## config.mk

```make
export PLATFORM = sky130hd
export DESIGN_NAME = ifetch_unit_flat
export DESIGN_NICKNAME = d
export VERILOG_FILES = /design/src/rtl/ifetch_unit_if.sv /design/src/rtl/ifetch_unit.sv /design/src/flat_wrapper.sv
export SDC_FILE = /design/constraint.sdc
export NUM_CORES = 1
export LEC_CHECK = 0
export CAP_MARGIN = 20
export CORE_UTILIZATION = 50
export CTS_CLUSTER_DIAMETER = 50
export DETAILED_ROUTE_END_ITERATION = 8
export DONT_BUFFER_PORTS = 1
export GPL_TIMING_DRIVEN = 1
export HOLD_SLACK_MARGIN = 0.06
export SYNTH_ARGS = -nofsm -noshare
export SYNTH_HDL_FRONTEND = slang
export SYNTH_SLANG_ARGS = --single-unit
```

## constraint.sdc

```tcl
create_clock -name cpu_clk -period 3.1 [get_ports cpu_clk]
set_clock_uncertainty 0.15 [all_clocks]
set_input_delay 0.62 -clock cpu_clk [delete_from_list [all_inputs] [get_ports cpu_clk]]
set_output_delay 0.62 -clock cpu_clk [all_outputs]
set_load 0.01 [all_outputs]
```

## src/rtl/ifetch_unit_if.sv

```systemverilog
// Instruction-memory request/ready bus between the fetch stage
// and the instruction memory.
interface ifetch_unit_if;
  logic        imem_req;
  logic [31:0] imem_addr;
  logic        imem_ready;
  logic [31:0] imem_rdata;

  modport master (
    output imem_req,
    output imem_addr,
    input  imem_ready,
    input  imem_rdata
  );

  modport slave (
    input  imem_req,
    input  imem_addr,
    output imem_ready,
    output imem_rdata
  );
endinterface

```

## src/rtl/ifetch_unit.sv

```systemverilog
// Instruction-fetch stage: owns the PC, drives the imem handshake
// and presents PC / PC+4 / instruction to the IF/ID register.
module ifetch_unit #(
  parameter logic [31:0] RESET_VECTOR = 32'h0000_0000
) (
  input  logic          cpu_clk,
  input  logic          reset,
  input  logic          PCWrite,
  input  logic          branch_taken,
  input  logic [31:0]   branch_target,
  input  logic          exc_enter,
  input  logic [31:0]   exc_vector,
  input  logic          eret,
  input  logic [31:0]   epc,
  ifetch_unit_if.master imem,
  output logic          IF_valid,
  output logic [31:0]   IF_PC,
  output logic [31:0]   IF_opcplus4,
  output logic [31:0]   IF_instruction,
  output logic          IF_addr_err,
  output logic          IF_backFromEret
);

  typedef enum logic [1:0] {
    FETCH,
    WAIT,
    HOLD,
    DRAIN
  } state_t;

  state_t      state;
  logic [31:0] pc;
  logic [31:0] target;
  logic        eret_pending;
  logic        live;
  logic        redirect;
  logic        misal;
  logic        issue;
  logic        ready;
  logic        present;

  always_comb begin
    redirect = exc_enter | eret | branch_taken;
    if (exc_enter) begin
      target = exc_vector;
    end else if (eret) begin
      target = epc;
    end else begin
      target = branch_target;
    end
  end

  // live keeps imem_req low in the first cycle out of reset
  assign misal = |pc[1:0];
  assign ready = imem.imem_ready;
  assign issue = live & ((state == WAIT) |
                 ((state == FETCH) & ~misal));

  assign present = ~redirect &
    (((state == FETCH) & (misal | ready)) |
     ((state == WAIT) & ready));

  assign imem.imem_req  = issue;
  assign imem.imem_addr = pc;

  always_ff @(posedge cpu_clk) begin
    if (!reset) begin
      state           <= FETCH;
      pc              <= RESET_VECTOR;
      live            <= 1'b0;
      eret_pending    <= 1'b0;
      IF_valid        <= 1'b0;
      IF_PC           <= '0;
      IF_opcplus4     <= '0;
      IF_instruction  <= '0;
      IF_addr_err     <= 1'b0;
      IF_backFromEret <= 1'b0;
    end else begin
      live <= 1'b1;
      if (redirect) begin
        pc              <= target;
        IF_valid        <= 1'b0;
        IF_addr_err     <= 1'b0;
        IF_backFromEret <= 1'b0;
        eret_pending    <= ~exc_enter & (eret | eret_pending);
        // a request still in flight must be drained before refetch
        if ((issue | (state == DRAIN)) & ~ready) begin
          state <= DRAIN;
        end else begin
          state <= FETCH;
        end
      end else if (present) begin
        IF_valid        <= 1'b1;
        IF_PC           <= pc;
        IF_opcplus4     <= pc + 32'd4;
        IF_instruction  <= misal ? '0 : imem.imem_rdata;
        IF_addr_err     <= misal;
        IF_backFromEret <= eret_pending;
        eret_pending    <= 1'b0;
        state           <= HOLD;
      end else begin
        unique case (state)
          FETCH: state <= WAIT;
          WAIT:  state <= WAIT;
          HOLD: begin
            if (PCWrite) begin
              pc              <= pc + 32'd4;
              IF_valid        <= 1'b0;
              IF_addr_err     <= 1'b0;
              IF_backFromEret <= 1'b0;
              state           <= FETCH;
            end
          end
          DRAIN: begin
            if (ready) begin
              state <= FETCH;
            end
          end
          default: state <= FETCH;
        endcase
      end
    end
  end

endmodule
```

## src/flat_wrapper.sv

```systemverilog
// flat-port wrapper written by rule: the top's interface ports become plain ports
module ifetch_unit_flat 
#(
  parameter logic [31:0] RESET_VECTOR = 32'h0000_0000
)
  (cpu_clk, reset, PCWrite, branch_taken, branch_target, exc_enter, exc_vector, eret, epc, IF_valid, IF_PC, IF_opcplus4, IF_instruction, IF_addr_err, IF_backFromEret, imem_imem_req, imem_imem_addr, imem_imem_ready, imem_imem_rdata);
  ifetch_unit_if imem_i ();
  input  logic cpu_clk;
  input  logic reset;
  input  logic PCWrite;
  input  logic branch_taken;
  input  logic [31:0] branch_target;
  input  logic exc_enter;
  input  logic [31:0] exc_vector;
  input  logic eret;
  input  logic [31:0] epc;
  output logic IF_valid;
  output logic [31:0] IF_PC;
  output logic [31:0] IF_opcplus4;
  output logic [31:0] IF_instruction;
  output logic IF_addr_err;
  output logic IF_backFromEret;
  output wire logic [$bits(imem_i.imem_req)-1:0] imem_imem_req;
  output wire logic [$bits(imem_i.imem_addr)-1:0] imem_imem_addr;
  input wire logic [$bits(imem_i.imem_ready)-1:0] imem_imem_ready;
  input wire logic [$bits(imem_i.imem_rdata)-1:0] imem_imem_rdata;
  assign imem_imem_req = imem_i.imem_req;
  assign imem_imem_addr = imem_i.imem_addr;
  assign imem_i.imem_ready = imem_imem_ready;
  assign imem_i.imem_rdata = imem_imem_rdata;
  ifetch_unit #(.RESET_VECTOR(RESET_VECTOR)) u_core (.cpu_clk(cpu_clk), .reset(reset), .PCWrite(PCWrite), .branch_taken(branch_taken), .branch_target(branch_target), .exc_enter(exc_enter), .exc_vector(exc_vector), .eret(eret), .epc(epc), .imem(imem_i), .IF_valid(IF_valid), .IF_PC(IF_PC), .IF_opcplus4(IF_opcplus4), .IF_instruction(IF_instruction), .IF_addr_err(IF_addr_err), .IF_backFromEret(IF_backFromEret));
endmodule
```

==> flow_summary.toml, run 1 <==
[placed_design]
routabilityCongestion = 0.846
io_buffers = 0
placed_area_sq_um = 6370
dp_slack_ns = 0.654
dp_hpwl_mm = 13.5

[sta]
hold_viol = 0
drv_slew = 0
finalCriticalPeriod_ns = 2.49
finalSetupViolCount = 0
fmax_mhz = 402
hold_ws_ns = 0.0836
totalNegativeSetupSlack_ns = 0
timing.final.crit_share_pct = 80.3
grt_setup_unrepaired = "false"
maxSlewHeadroom_pct = 35.1
fin_ws_ns = 0.612
worst_pin_slew_ns = 0.970

[hold_path]
hold_depth = 0
hp-class = "input port to flip-flop"
hp-start = "reset"
hold_end = "u_core.live$_DFF_P_"

[synth]
synth-seq-cells = 133
syn_inst = 802
postSynthAreaPerCell_sq_um = 7.81
ys_warn_count = 0
netlist_area_sq_um = 6260
synth_edf_count = 0
syn_nets = 938
synth-main-ff-cell = "dfxtp_1"
ys_seq_area_share_pct = 42.5
synth_cell_types = 60
synthArstFlopShare_pct = 0

[critical_path]
r2r_slack_ns = 0.61
required_ns = 3.30
r2r_start = "u_core.imem.imem_addr[2]$_SDFFE_PN0P_"
worstSetupPathType = "flip-flop to flip-flop"
path_cells = "ha_1 -> nand4_2 -> nor3_4 -> nand4_2 -> or4b_1 -> a31oi_1"
slowest_delay_ns = 0.53
path_buf_inv = 0
slowest_stage = "dfxtp_1"
reg2reg_to = "u_core.imem.imem_addr[26]$_SDFFE_PN0P_"
r2r_cells = 6
crit_path_end_kind = "flip-flop"
critical-path-top-delay-family = "simple AND/OR/NAND/NOR gates"
cp_max_fo = 7
startpoint_type = "flip-flop"
critPathLaunch = "u_core.imem.imem_addr[2]$_SDFFE_PN0P_"
path_common_cell = "nand4_2"
worstPathArrival_ns = 2.68

[grt]
grt_pass1_wl_mm = 29.2
grt_antenna_before_repair = 0
grt_pass1_vias = 5387
grt-ovfl-total = 0
grt_max_degree = 71
grt_usage_pct = 29.5

[layout]
syn2layout_area_growth_pct = 10.9
final_cell_area_sq_um = 6940
final_layout_size_suffix_gt1_share_pct = 8.68
diodes = 0
finalNetCount = 906
post-route-util_pct = 57.3

[route]
avgViaCountPerCell = 6.15
ant_nets = 0
dr.pass1.iters = 5
drc = 0
vias = 5845
wl_per_cell_microns = 20.2
drt_iter0_markers = 381
routed_wl_mm = 19.2

[floorplan]
start_util_pct = 51.7
die_x_microns = 114
ioPinCount = 267
rows = 40
core_sq_um = 12100
die_area_sq_um = 13000
dieHeight_microns = 114

[power]
leakage_nw = 2.33
pwr_density_cell_nw_per_um2 = 600
ir_worst_vdd_uv = 364

[run]
cap_violations = 0

[clock_tree]
cts_setup_buffers = 0
clk_pin_slew_ns = 0.06
clk-insertion-delay-late_ns = 0.42
cts_tree = "done"
htree_levels = 4
cts_sinks = 133
cts_buffers = 17
clockBufferDepth = 2
root_buffer = "clkbuf_16"
hold_buffers = 0
cts_resized = 0

[status]
outcome = "complete, no violations"
-- where the power goes --
part	internal [W]	total (W)	leakage, nW	switching, W
registers	0.00178	0.00191	1.08	0.000126
clock network	0.00113	0.00191	0.266	0.000782
logic	0.000135	0.000349	0.981	0.000213
-- flip-flops by register name (all words and copies together), names as in the netlist --
name	flops
u_core.imem.imem_addr	32
u_core.live	1
u_core.eret_pending	1
u_core.state	2
u_core.IF_PC	30
u_core.IF_opcplus4	32
u_core.IF_addr_err	1
u_core.IF_valid	1
u_core.IF_instruction	32
u_core.IF_backFromEret	1
-- Yosys cell counts, types with 3 or more instances --
cell type  instances  share of area [%]
nand3_1           54                4.3
o31ai_1            4               0.48
nor2_1            41                2.5
a221o_1           11                1.8
xnor2_1           18                2.5
nor3_1             4               0.32
o211ai_1           7               0.84
a22oi_1           15                1.8
mux2i_1            3               0.48
a21oi_1          100                8.0
a31oi_1            9               0.90
nor4_1             7               0.70
o21ai_0           47                3.8
a211oi_1          10                1.2
clkbuf_2           3               0.24
nand4_1           12                1.2
inv_1             11               0.66
or3_1              8               0.80
buf_2              7               0.56
a221oi_1           6               0.84
clkbuf_1          61                3.7
o22ai_1           15                1.5
o211a_1            4               0.64
and3_1             7               0.70
dfxtp_1          133                 43
xor2_1            17                2.4
nor3b_1            3               0.36
nand2_1          140                8.4
nor2b_1            4               0.40
-- final cells by class --
type                    instances  area, sq um
clock buffers                  19          443
clock inverters                13          123
fillers                      1161         5170
inverters                      12         46.3
multi-input cells             582         3260
flip-flops and latches        133         2660
well taps                     168          210
repair buffers                 24          193
-- cell families (layout without fill, tap and decap cells) --
group / Yosys count / after routing / synth area share [%]
AO/OA/AOI/OAI: 245 / 245 / 24.0
adder cells (fa/ha/maj): 1 / 1 / 0.200
XOR/XNOR: 35 / 35 / 4.90
buffers and inverters: 87 / 68 / 5.54
flip-flops: 133 / 133 / 42.5
AND/OR/NAND/NOR: 297 / 297 / 22.1
multiplexers: 4 / 4 / 0.660
-- metrics by stage --
stage | std cells | power [W]
3_3_place_gp | 919 | 0.00228
4_1_cts | 951 | 0.00419
5_1_grt | 951 | 0.00432
2_1_floorplan | 802 | 0.00220
3_5_place_dp | 919 | 0.00229
6_report | 951 | 0.00417
-- placed cells by master (no fill, tap or decap), types with 8 or more instances in the layout --
cell / Yosys / final
a211oi_1: 10 / 10
nand3_1: 54 / 54
a21oi_1: 100 / 100
dfxtp_1: 133 / 133
clkbuf_16: 0 / 17
o21ai_0: 47 / 47
a221o_1: 11 / 11
xnor2_1: 18 / 18
or3_1: 8 / 8
buf_4: 2 / 23
nand2_1: 140 / 140
xor2_1: 17 / 17
inv_1: 11 / 11
a31oi_1: 9 / 9
o22ai_1: 15 / 15
nor2_1: 41 / 40
a22oi_1: 15 / 15
nand4_1: 12 / 12
-- worst max path at each step --
stage	endpoint	cells after the start
floorplan	u_core.IF_opcplus4[29]$_SDFFE_PN0P_	8
global placement	u_core.imem.imem_addr[31]$_SDFFE_PN0P_	5
detailed placement	u_core.imem.imem_addr[31]$_SDFFE_PN0P_	5
CTS	u_core.imem.imem_addr[31]$_SDFFE_PN0P_	5
global route	u_core.imem.imem_addr[31]$_SDFFE_PN0P_	5
finish	u_core.imem.imem_addr[26]$_SDFFE_PN0P_	6
-- routing by layer --
metal  vias up  part of all wire, %  global-route usage, %
met5         -                    0                      0
met4         0                  2.4                   12.9
met3        38                  8.6                   8.55
met2       259                   46                   47.6
met1      2735                   42                   36.6
li1       2813                    -                      -
No activity file was read; power rests on OpenSTA's default activity.
==> run 2, diff against run 1 <==
clock period = 2.4 ns   (was 3.1 ns; I/O delays follow)
==> run 2 against run 1 <==
Compared with the run above:
- die area unchanged
- sequential power up 26%
- critical path depth shrank 4
- via count grew 6.2%
- setup slack lost 0.44 ns
- sequential share of layout area fell by 3.3 points
==> flow_summary.toml, run 2 (synthesis results as in run 1) <==
[sta]
hold_ws_ns = 0.0650
totalNegativeSetupSlack_ns = 0
drv_slew = 0
finalSetupViolCount = 0
maxSlewHeadroom_pct = 28.0
fmax_mhz = 449
timing.final.crit_share_pct = 92.7
worst_pin_slew_ns = 1.08
hold_viol = 0
finalCriticalPeriod_ns = 2.22
grt_setup_unrepaired = "false"
fin_ws_ns = 0.175

[critical_path]
startpoint_type = "flip-flop"
worstSetupPathType = "flip-flop to output pin"
slowest_stage = "nor3b_1"
r2r_cells = 6
critPathLaunch = "u_core.imem.imem_addr[1]$_SDFFE_PN0P_"
crit_path_end_kind = "output pin"
reg2reg_to = "u_core.imem.imem_addr[26]$_SDFFE_PN0P_"
r2r_start = "u_core.imem.imem_addr[2]$_SDFFE_PN0P_"
slowest_delay_ns = 0.47
path_cells = "o21ba_2 -> nor3b_1"
worstPathArrival_ns = 1.59
r2r_slack_ns = 0.22
cp_max_fo = 5
required_ns = 1.77

[layout]
nFillCells = 1104
final_common_cell = "nand2_1"
multi_input_area_sq_um = 3260
diodes = 0
final_layout_size_suffix_gt1_share_pct = 11.5
register_area_sq_um = 2660
syn2layout_area_growth_pct = 21.2
final_cell_mix = "nand2_1 (140), dfxtp_1 (133), a21oi_1 (100)"
finalNetCount = 970
final_cell_area_sq_um = 7590

[floorplan]
rows = 40
ioPinCount = 267
core_sq_um = 12100
die_x_microns = 114
dieHeight_microns = 114
start_util_pct = 51.7
die_area_sq_um = 13000

[grt]
grt_pass1_vias = 5793
grt_usage_pct = 32.1
grt-ovfl-total = 0
grt_pass1_wl_mm = 31.5
grt_max_degree = 55
grt_antenna_before_repair = 0

[route]
wl_per_cell_microns = 20.5
routed_wl_mm = 20.8
dr.pass1.iters = 5
drc = 0
vias = 6208
avgViaCountPerCell = 6.12
drt_iter0_markers = 438
ant_nets = 0

[clock_tree]
cts_tree = "done"
clockBufferDepth = 2
cts_sinks = 133
clk_pin_slew_ns = 0.06
clk-insertion-delay-late_ns = 0.43
root_buffer = "clkbuf_16"
cts_buffers = 17
htree_levels = 4

[power]
leakage_nw = 2.65
ir_worst_vdd_uv = 489
pwr_density_cell_nw_per_um2 = 755

[hold_path]
hold_depth = 2
hp-class = "input port to flip-flop"
hp-start = "imem_imem_rdata[25]"
hold_end = "u_core.IF_instruction[25]$_SDFFE_PN0P_"

[status]
outcome = "complete, no violations"

[placed_design]
dp_slack_ns = 0.286
io_buffers = 0
placed_area_sq_um = 6610
dp_hpwl_mm = 14.3
routabilityCongestion = 0.850

[run]
cap_violations = 0
## run 2: cell types whose count changed in the layout (fill, tap and decap cells not counted), sizes merged
cell / previous run / this run
buf: 24 / 52
clkinvlp: 4 / 5
clkbuf: 19 / 18
bufinv: 1 / 3
clkinv: 6 / 4
dlygate4sd3: 0 / 36
## run 2: metal layers
layer	wire length, microns	GRT usage, %
met1	8850	40.4
met2	9770	52.8
met3	1730	7.01
met4	493	14.0
met5	0	0
## run 2: worst max-delay path by stage
| stage | slack (ns) | end |
|---|---|---|
| after global routing | 0.05 | u_core.imem.imem_addr[26]$_SDFFE_PN0P_ |
| after detailed placement | 0.29 | u_core.imem.imem_addr[26]$_SDFFE_PN0P_ |
| after CTS | 0.17 | imem_imem_req |
| after floorplan | 0.09 | u_core.imem.imem_addr[20]$_SDFFE_PN0P_ |
| final | 0.18 | imem_imem_req |
| after global placement | 0.21 | u_core.imem.imem_addr[21]$_SDFFE_PN0P_ |
## run 2: worst max-delay path, delay by kind of cell (launching register included)
kind | cells | cell delay, ns
AND/OR/NAND/NOR | 1 | 0.47
flip-flops | 1 | 0.40
AO/OA/AOI/OAI | 1 | 0.29
## run 2: per-stage QoR
| stage | util (%) | power [W] | std cells |
|---|---|---|---|
| 2_1_floorplan | - | 0.00284 | 802 |
| 3_3_place_gp | 54.6 | 0.00300 | 947 |
| 3_5_place_dp | 54.6 | 0.00301 | 947 |
| 4_1_cts | 62.6 | 0.00574 | 1015 |
| 5_1_grt | 62.6 | 0.00591 | 1015 |
| 6_report | 62.6 | 0.00573 | 1015 |
## run 2: power by group
group          switching [W]  internal (W)
Clock                0.00103       0.00167
Combinational       0.000363      0.000253
Sequential          0.000113       0.00230
Total                0.00151       0.00422
## run 2: cell type report
| cell class | count | share of cell area (%) |
|---|---|---|
| Multi-Input combinational cell | 582 | 43.0 |
| Clock buffer | 18 | 5.79 |
| Tap cell | 168 | 2.77 |
| Clock inverter | 14 | 2.33 |
| Inverter | 12 | 0.610 |
| Sequential cell | 133 | 35.1 |
| Timing Repair Buffer | 88 | 10.4 |
## run 2: timing repair
item | in CTS | in global routing
buffers inserted | 0 | 0
hold buffers | 36 | 0
hold endpoints to repair | 60 | 0
setup endpoints to repair | 0 | 0
gates resized for setup | 0 | 0
==> run 3, diff against run 2 <==
GPL_TIMING_DRIVEN = not set   (was 1)
==> results of run 3 <==
Same layout as run 2: the final DEF is identical, and so are final timing and power.
